## src/rtl/iterative_alu_pkg.sv

```systemverilog
// iterative_alu_pkg: shared constants for the execute-stage ALU.
//   - 5-bit operation encodings driven on ctrl
//   - FSM state encoding shared by the top and anything observing it
//   - small decode helpers for the iterative (mul/div) operations
package iterative_alu_pkg;

  localparam logic [4:0] OP_ADD   = 5'd0;
  localparam logic [4:0] OP_SUB   = 5'd1;
  localparam logic [4:0] OP_OR    = 5'd2;
  localparam logic [4:0] OP_AND   = 5'd3;
  localparam logic [4:0] OP_XOR   = 5'd4;
  localparam logic [4:0] OP_NOR   = 5'd5;
  localparam logic [4:0] OP_SLL   = 5'd6;
  localparam logic [4:0] OP_SRL   = 5'd7;
  localparam logic [4:0] OP_SRA   = 5'd8;
  localparam logic [4:0] OP_SLT   = 5'd9;
  localparam logic [4:0] OP_SLTU  = 5'd10;
  localparam logic [4:0] OP_MULT  = 5'd16;
  localparam logic [4:0] OP_MULTU = 5'd17;
  localparam logic [4:0] OP_DIV   = 5'd18;
  localparam logic [4:0] OP_DIVU  = 5'd19;
  localparam logic [4:0] OP_MFHI  = 5'd20;
  localparam logic [4:0] OP_MFLO  = 5'd21;
  localparam logic [4:0] OP_MTHI  = 5'd22;
  localparam logic [4:0] OP_MTLO  = 5'd23;

  typedef enum logic [1:0] {
    ST_IDLE  = 2'd0,
    ST_MUL   = 2'd1,
    ST_DIV   = 2'd2,
    ST_FIXUP = 2'd3
  } state_t;

  function automatic logic op_is_iter(input logic [4:0] op);
    return (op == OP_MULT) || (op == OP_MULTU) || (op == OP_DIV) || (op == OP_DIVU);
  endfunction

  function automatic logic op_is_div(input logic [4:0] op);
    return (op == OP_DIV) || (op == OP_DIVU);
  endfunction

  function automatic logic op_is_signed(input logic [4:0] op);
    return (op == OP_MULT) || (op == OP_DIV);
  endfunction

endpackage

```

## src/rtl/iterative_alu_muldiv_core.sv

```systemverilog
// muldiv_core: unsigned iterative datapath shared by multiply and divide.
//   clk, reset_n : clock, async active-low reset
//   load         : capture magnitudes and clear the accumulator/counter
//   step         : perform one radix-2 iteration (is_div selects divide)
//   mag_a, mag_b : operand magnitudes (multiplier/dividend, multiplicand/divisor)
//   acc_hi       : product high half / partial remainder
//   acc_lo       : product low half / quotient
//   count        : iterations completed since load
module muldiv_core #(
  parameter int WIDTH = 32,
  parameter int CNT_W = $clog2(WIDTH)
) (
  input  logic             clk,
  input  logic             reset_n,
  input  logic             load,
  input  logic             step,
  input  logic             is_div,
  input  logic [WIDTH-1:0] mag_a,
  input  logic [WIDTH-1:0] mag_b,
  output logic [WIDTH-1:0] acc_hi,
  output logic [WIDTH-1:0] acc_lo,
  output logic [CNT_W-1:0] count
);

  logic [WIDTH-1:0] opb;
  logic [WIDTH:0]   mul_sum;
  logic [WIDTH:0]   div_shift;
  logic [WIDTH-1:0] div_sub;
  logic             div_ge;

  // Multiply: add multiplicand when the current multiplier bit is set,
  // then shift the whole {acc_hi, acc_lo} pair right by one.
  assign mul_sum = {1'b0, acc_hi} + (acc_lo[0] ? {1'b0, opb} : '0);

  // Divide: shift the next dividend bit into the partial remainder and keep
  // the trial subtraction only if it does not go negative. The remainder is
  // always below the divisor, so the difference fits in WIDTH bits.
  assign div_shift = {acc_hi, acc_lo[WIDTH-1]};
  assign div_ge    = (div_shift >= {1'b0, opb});
  assign div_sub   = div_shift[WIDTH-1:0] - opb;

  always_ff @(posedge clk or negedge reset_n) begin
    if (!reset_n) begin
      opb    <= '0;
      acc_hi <= '0;
      acc_lo <= '0;
      count  <= '0;
    end else if (load) begin
      opb    <= mag_b;
      acc_hi <= '0;
      acc_lo <= mag_a;
      count  <= '0;
    end else if (step) begin
      count <= count + 1'b1;
      if (is_div) begin
        acc_hi <= div_ge ? div_sub : div_shift[WIDTH-1:0];
        acc_lo <= {acc_lo[WIDTH-2:0], div_ge};
      end else begin
        acc_hi <= mul_sum[WIDTH:1];
        acc_lo <= {mul_sum[0], acc_lo[WIDTH-1:1]};
      end
    end
  end

endmodule

```

## src/rtl/iterative_alu.sv

```systemverilog
// iterative_alu: execute-stage ALU with single-cycle ops and iterative
// multiply/divide into HI/LO.
//   clk, reset_n : clock, async active-low reset
//   start, ctrl  : launch operation ctrl (taken only when busy=0)
//   a, b         : operands (b[SHAMT_W-1:0] is the shift amount)
//   busy         : multi-cycle operation in flight
//   done         : one-cycle pulse when out/overflow/hi/lo are valid
//   out/overflow : registered result and signed overflow (add/sub only)
//   hi, lo       : HI/LO registers
//   abort        : only with ITERATIVE_ALU_ABORT_EN; cancels an in-flight op
// Handshake: an op is accepted on a rising edge where start=1 and busy=0.
// Single-cycle ops raise done right after the accept edge with busy=0;
// mul/div hold busy=1 from the accept edge until done, and done rises
// exactly as busy falls. start while busy is ignored.
// Debug: the FSM state is held in the typed signal `state`.
module iterative_alu
  import iterative_alu_pkg::*;
#(
  parameter int WIDTH   = 32,
  parameter int SHAMT_W = $clog2(WIDTH)
) (
  input  logic             clk,
  input  logic             reset_n,
  input  logic             start,
  input  logic [4:0]       ctrl,
  input  logic [WIDTH-1:0] a,
  input  logic [WIDTH-1:0] b,
`ifdef ITERATIVE_ALU_ABORT_EN
  input  logic             abort,
`endif
  output logic             busy,
  output logic             done,
  output logic [WIDTH-1:0] out,
  output logic             overflow,
  output logic [WIDTH-1:0] hi,
  output logic [WIDTH-1:0] lo
);

  localparam int CNT_W = $clog2(WIDTH);
  localparam logic [CNT_W-1:0] LAST_CNT = CNT_W'(WIDTH - 1);

  state_t state, state_n;

  logic             abort_req;
  logic             accept, iter_op, sgn, sa, sb;
  logic             load, step, fixup_wr;
  logic [WIDTH-1:0] mag_a, mag_b;
  logic [WIDTH-1:0] acc_hi, acc_lo;
  logic [CNT_W-1:0] count;
  logic             last;

  // Operation context captured at accept.
  logic             is_div_q, neg_q_q, neg_r_q, b_zero_q;
  logic [WIDTH-1:0] a_q;

  logic [WIDTH:0]     add_sum, sub_diff;
  logic [WIDTH-1:0]   sc_out;
  logic               sc_ovf;
  logic [2*WIDTH-1:0] prod_mag, prod;
  logic [WIDTH-1:0]   quo, rem;

`ifdef ITERATIVE_ALU_ABORT_EN
  assign abort_req = abort;
`else
  assign abort_req = 1'b0;
`endif

  assign busy    = (state != ST_IDLE);
  assign accept  = (state == ST_IDLE) && start;
  assign iter_op = op_is_iter(ctrl);
  assign sgn     = op_is_signed(ctrl);
  assign sa      = sgn & a[WIDTH-1];
  assign sb      = sgn & b[WIDTH-1];
  // The most negative value negates to itself, which is its correct
  // unsigned magnitude, so no extra bit is needed.
  assign mag_a   = sa ? -a : a;
  assign mag_b   = sb ? -b : b;
  assign last    = (count == LAST_CNT);

  muldiv_core #(.WIDTH(WIDTH), .CNT_W(CNT_W)) u_core (
    .clk     (clk),
    .reset_n (reset_n),
    .load    (load),
    .step    (step),
    .is_div  (state == ST_DIV),
    .mag_a   (mag_a),
    .mag_b   (mag_b),
    .acc_hi  (acc_hi),
    .acc_lo  (acc_lo),
    .count   (count)
  );

  always_ff @(posedge clk or negedge reset_n) begin
    if (!reset_n) state <= ST_IDLE;
    else          state <= state_n;
  end

  always_comb begin
    state_n  = state;
    load     = 1'b0;
    step     = 1'b0;
    fixup_wr = 1'b0;
    case (state)
      ST_IDLE: begin
        if (start && iter_op) begin
          load    = 1'b1;
          state_n = op_is_div(ctrl) ? ST_DIV : ST_MUL;
        end
      end
      ST_MUL: begin
        if (abort_req) state_n = ST_IDLE;
        else begin
          step = 1'b1;
          if (last) state_n = ST_FIXUP;
        end
      end
      ST_DIV: begin
        if (abort_req)     state_n = ST_IDLE;
        else if (b_zero_q) state_n = ST_FIXUP;  // divide by zero skips iteration
        else begin
          step = 1'b1;
          if (last) state_n = ST_FIXUP;
        end
      end
      ST_FIXUP: begin
        fixup_wr = !abort_req;
        state_n  = ST_IDLE;
      end
      default: state_n = ST_IDLE;
    endcase
  end

  // Single-cycle datapath; sign-extended WIDTH+1 add/sub exposes overflow.
  assign add_sum  = {a[WIDTH-1], a} + {b[WIDTH-1], b};
  assign sub_diff = {a[WIDTH-1], a} - {b[WIDTH-1], b};

  always_comb begin
    sc_out = '0;
    sc_ovf = 1'b0;
    case (ctrl)
      OP_ADD:  begin sc_out = add_sum[WIDTH-1:0];  sc_ovf = add_sum[WIDTH] ^ add_sum[WIDTH-1]; end
      OP_SUB:  begin sc_out = sub_diff[WIDTH-1:0]; sc_ovf = sub_diff[WIDTH] ^ sub_diff[WIDTH-1]; end
      OP_OR:   sc_out = a | b;
      OP_AND:  sc_out = a & b;
      OP_XOR:  sc_out = a ^ b;
      OP_NOR:  sc_out = ~(a | b);
      OP_SLL:  sc_out = a << b[SHAMT_W-1:0];
      OP_SRL:  sc_out = a >> b[SHAMT_W-1:0];
      OP_SRA:  sc_out = $unsigned($signed(a) >>> b[SHAMT_W-1:0]);
      OP_SLT:  sc_out = {{(WIDTH-1){1'b0}}, ($signed(a) < $signed(b))};
      OP_SLTU: sc_out = {{(WIDTH-1){1'b0}}, (a < b)};
      OP_MFHI: sc_out = hi;
      OP_MFLO: sc_out = lo;
      default: sc_out = '0;  // MTHI/MTLO and undefined codes
    endcase
  end

  // Sign fixup applied to the unsigned magnitude result.
  assign prod_mag = {acc_hi, acc_lo};
  assign prod     = neg_q_q ? -prod_mag : prod_mag;
  assign quo      = neg_q_q ? -acc_lo : acc_lo;
  assign rem      = neg_r_q ? -acc_hi : acc_hi;

  always_ff @(posedge clk or negedge reset_n) begin
    if (!reset_n) begin
      done     <= 1'b0;
      out      <= '0;
      overflow <= 1'b0;
      hi       <= '0;
      lo       <= '0;
      is_div_q <= 1'b0;
      neg_q_q  <= 1'b0;
      neg_r_q  <= 1'b0;
      b_zero_q <= 1'b0;
      a_q      <= '0;
    end else begin
      done <= 1'b0;
      if (accept) begin
        if (iter_op) begin
          is_div_q <= op_is_div(ctrl);
          neg_q_q  <= sa ^ sb;
          neg_r_q  <= sa;  // remainder follows the dividend's sign
          b_zero_q <= (b == '0);
          a_q      <= a;
        end else begin
          out      <= sc_out;
          overflow <= sc_ovf;
          done     <= 1'b1;
          if (ctrl == OP_MTHI) hi <= a;
          if (ctrl == OP_MTLO) lo <= a;
        end
      end
      if (fixup_wr) begin
        done <= 1'b1;
        if (!is_div_q) begin
          {hi, lo} <= prod;
        end else if (b_zero_q) begin
          hi <= a_q;
          lo <= '1;
        end else begin
          hi <= rem;
          lo <= quo;
        end
      end
    end
  end

endmodule

```

## config.mk

```make
export PLATFORM = sky130hd
export DESIGN_NAME = iterative_alu
export DESIGN_NICKNAME = d
export VERILOG_FILES = /design/src/rtl/iterative_alu_pkg.sv /design/src/rtl/iterative_alu_muldiv_core.sv /design/src/rtl/iterative_alu.sv
export SDC_FILE = /design/constraint.sdc
export NUM_CORES = 2
export LEC_CHECK = 0
export BUFFER_PORTS_ARGS = -buffer_cell sky130_fd_sc_hd__buf_2
export CORE_MARGIN = 2
export CORE_UTILIZATION = 50
export CTS_CLUSTER_DIAMETER = 50
export CTS_CLUSTER_SIZE = 24
export DETAILED_ROUTE_END_ITERATION = 10
export PLACE_DENSITY = 0.67
export SLEW_MARGIN = 40
export SYNTH_ARGS = -nofsm -noshare
export SYNTH_HDL_FRONTEND = slang
export SYNTH_SLANG_ARGS = --single-unit
```

## constraint.sdc

```tcl
create_clock -name clk -period 10.53 [get_ports clk]
set_input_delay 0.5265 -clock clk [delete_from_list [all_inputs] [get_ports clk]]
set_output_delay 0.5265 -clock clk [all_outputs]
set_load 0.005 [all_outputs]
```

==> impl_results.md <==
- Core ar.: 52,700 µm²
- First-pass GRT wire length: 189 mm
- Syn-to-layout area delta: 10.3%
- Number of flops mapped to enable cells by yosys: 0
- PortBufs: 170
- Final setup viols: 0
- Synth top area cells: dfrtp_1 22%, ha_1 8.1%, o21ai_0 6.7%
- Reg power frac: 0.255
- CP arrival: 5.22 ns
- Max-slew violation count: 0
- Chip height: 235 µm
- Int Power: 4.18 mW
- Gr ovfl total: 0
- Setup total negative slack: 0 ns
- Post-route minimum period: 4.74 ns
- HP Class: input pin to register
- Vias: 29,526
- Width of the die: 235 µm
- Ys async rst share: 1.00
- Setup slack, reg-to-reg: 5.79 ns
- Clock Power Share: 0.179
- CP Max Fanout: 31
- Fin nets: 3,687
- Number of cells on the worst reg-to-reg path: 14
- Worst Hold End: is_div_q
- Synth top area share: 0.223
- Comb pwr share: 0.566
- Top FF cell, synth: dfrtp_1
- Cell Chain, Critical Path: inv_1 -> buf_4 -> nor2_1 -> fa_1 -> a211oi_2 -> o21bai_1 -> a2111o_1 -> a41o_1 -> a221o_1 -> o311a_1 -> o21ai_1 -> o21ai_0 -> mux2i_1 -> a32o_1
- Antenna viol nets, final: 0
- Outcome: completed
- HPWL after detailed placement: 98.5 mm
- Layout cells sized above 1: 0.127
- Syn Std Cell Area: 26,600 µm²
- CTS tree: built
- Residual DRC: 0
- Largest stage delay, worst path: 0.49 ns
- Post-route cell area: 29,400 µm²
- P_leak: 11.9 nW
- Clock tree buffer depth: 3
- Worst IR Drop VDD: 0.000235 V
- Syn Area/Cell: 7.71 µm²
- Root buf cell: clkbuf_16
- Vias per inst: 7.08
- RR Endpoint: u_core.acc_hi[27]
- Wire length per cell: 31.1 µm
- Die ar.: 55,200 µm²
- CP Launch Type: register
- Clk_lat worst skew: 0.60 ns
- Mapped Nets: 3,706
- Cells after synthesis: 3,458
- Initial Util: 0.506
- Pre-antenna DRT Iters: 7
- Count leader, synth: nand2_1
- Vias in the first global route: 27,482
- CP required: 11.02 ns
- Sw Pwr: 4.34 mW
- Slew HR: 0.416
- Largest net degree at the start of global routing: 99
- Crit path kind: register to register
- I/O pins: 171
- Hold path startpoint: ctrl[1]
- Yosys top cell by area: dfrtp_1
- Ys Warns: 0
- Seq/Total Area, Yosys: 0.223
- Most instantiated cells after synthesis: 374 x nand2_1, 357 x o21ai_0, 280 x a21oi_1
- Crit path capture type: register
- Reg clk slew, reported paths: 0.06 ns
- Initial antenna violation count: 14
- Fmax: 211 MHz
- Clk sink count: 237
- Max-cap violations: 0
- Routability congestion estimate: 1.10
- Worst R2R Start: u_core.acc_lo[0]
- Post-CTS sizing: 0
- Unique masters post-synth: 91
- Sw Ratio: 0.510
- Post-DP Area: 27,800 µm²
- DRT iter0 DRCs: 4,351
- Fin Clk Skew: 0.0255 ns
- Yosys reg bits: 237
- Hold path depth: 3
- Overall routing resource usage: 0.454
- CTS buffer count: 44
- Slowest cell on crit path: a2111o_1
- Rows: 84
- PwrDens: 290 nW/µm²
- Slew @ Worst Pin: 0.872 ns
- Endpoints failing hold: 0
- Number of H-tree levels: 2
- Fin crit share: 0.450
- RSZ-0062 raised after global routing: no
- Total Wirelength: 130 mm
[layer usage]
layer,vias up,global-route usage,routed length [µm]
li1,12664,-,-
met1,14306,0.634,52200
met2,2185,0.626,51200
met3,363,0.149,18900
met4,8,0.216,7220
met5,-,0,57
[registers in the layout (all words and copies together) (netlist names)]
name	flops
a_q	32
hi	32
lo	32
out	32
u_core.acc_hi	32
u_core.acc_lo	32
u_core.opb	32
u_core.count	5
state	2
b_zero_q	1
done	1
is_div_q	1
neg_q_q	1
neg_r_q	1
overflow	1
[power groups by stage]
stage | Clock [mW] | Sequential, mW | Combinational (mW)
5_1_grt | 1.57 | 2.18 | 5.25
2_1_floorplan | 0 | 1.68 | 3.45
4_1_cts | 1.53 | 2.10 | 4.68
3_3_place_gp | 0 | 2.09 | 4.52
6_report | 1.52 | 2.18 | 4.82
3_5_place_dp | 0 | 2.11 | 4.63
[layout make-up]
type                       count  area, µm²
inverter                     156        586
tap                          688        861
clock buffer                  50       1150
clock inverter                32        390
antenna                        8       20.0
fill                        5002      23300
sequential                   237       5940
timing repair buffer         222       1270
multi-input combinational   2778      19200
[kinds of logic (layout without fill, tap and decap cells)]
logic type	after synthesis	in the layout	share of synthesized area
DFF	237	237	0.223
AOI/OAI and AO/OA	1193	1193	0.285
and+or+nand+nor	999	999	0.174
xor gates and xnor gates	207	207	0.0680
adders and majority gates	176	176	0.0838
muxes	203	203	0.103
other	0	8	0
buffers and inverters	443	460	0.0640
[per-stage QoR]
step	power, mW	hold slack, ns	setup slack (ns)	utilization	instances
final	8.53	0.305	5.79	0.558	4171
after global routing	9.00	0.317	5.70	0.558	4167
after CTS	8.31	0.275	5.93	0.557	4163
after detailed placement	6.74	0.471	5.48	0.528	4080
after global placement	6.61	0.458	5.38	0.527	4080
after floorplan	5.13	0.231	5.88	-	3458
[layout by cell type (no fill, tap or decap), types with 16 or more instances in the layout]
master	Yosys	final
clkbuf_16	0	44
mux2i_1	127	127
nor3_1	58	50
ha_1	172	170
xnor2_1	152	149
a211oi_1	67	66
mux4_2	55	55
o211ai_1	94	94
o21ai_0	357	356
nor4_1	23	21
nand2_1	374	373
buf_2	12	167
a221oi_1	22	22
dfrtp_1	237	233
and3_1	18	18
buf_4	3	49
or3_1	45	45
nor2b_1	49	49
inv_1	154	153
o31ai_1	26	26
xor2_1	55	55
nand2b_1	21	21
a211o_1	17	17
o21bai_1	23	23
a22oi_1	20	20
a22o_1	16	16
nand4_1	33	33
nor2_1	254	248
a31oi_1	46	46
a21oi_1	280	280
a222oi_1	19	19
mux2_2	21	21
a21o_1	43	43
o221ai_1	18	18
nand3_1	64	62
[worst max-delay path by stage]
stage                     startpoint                 to  slack (ns)  cells after the start
finish              u_core.acc_lo[0]  u_core.acc_hi[27]        5.79                     14
detailed placement              b[2]            out[28]        5.48                     15
global route        u_core.acc_lo[0]  u_core.acc_hi[31]        5.70                     14
global placement                b[2]            out[28]        5.38                     15
floorplan                       b[2]            out[28]        5.88                     16
CTS                 u_core.acc_lo[0]  u_core.acc_hi[27]        5.93                     14
[critical path, delay by kind of cell (launching register included)]
family / cells / cell delay, ns
buffers and inverters: 2 / 0.62
DFF: 1 / 0.48
AOI/OAI and AO/OA: 9 / 2.71
and+or+nand+nor: 1 / 0.17
adders and majority gates: 1 / 0.48
muxes: 1 / 0.15
[timing repair]
action	in CTS	in global routing
endpoints found under the hold margin	64	0
setup buffers	0	0
hold buffers	1	0
No activity file was read; power rests on OpenSTA's default activity.
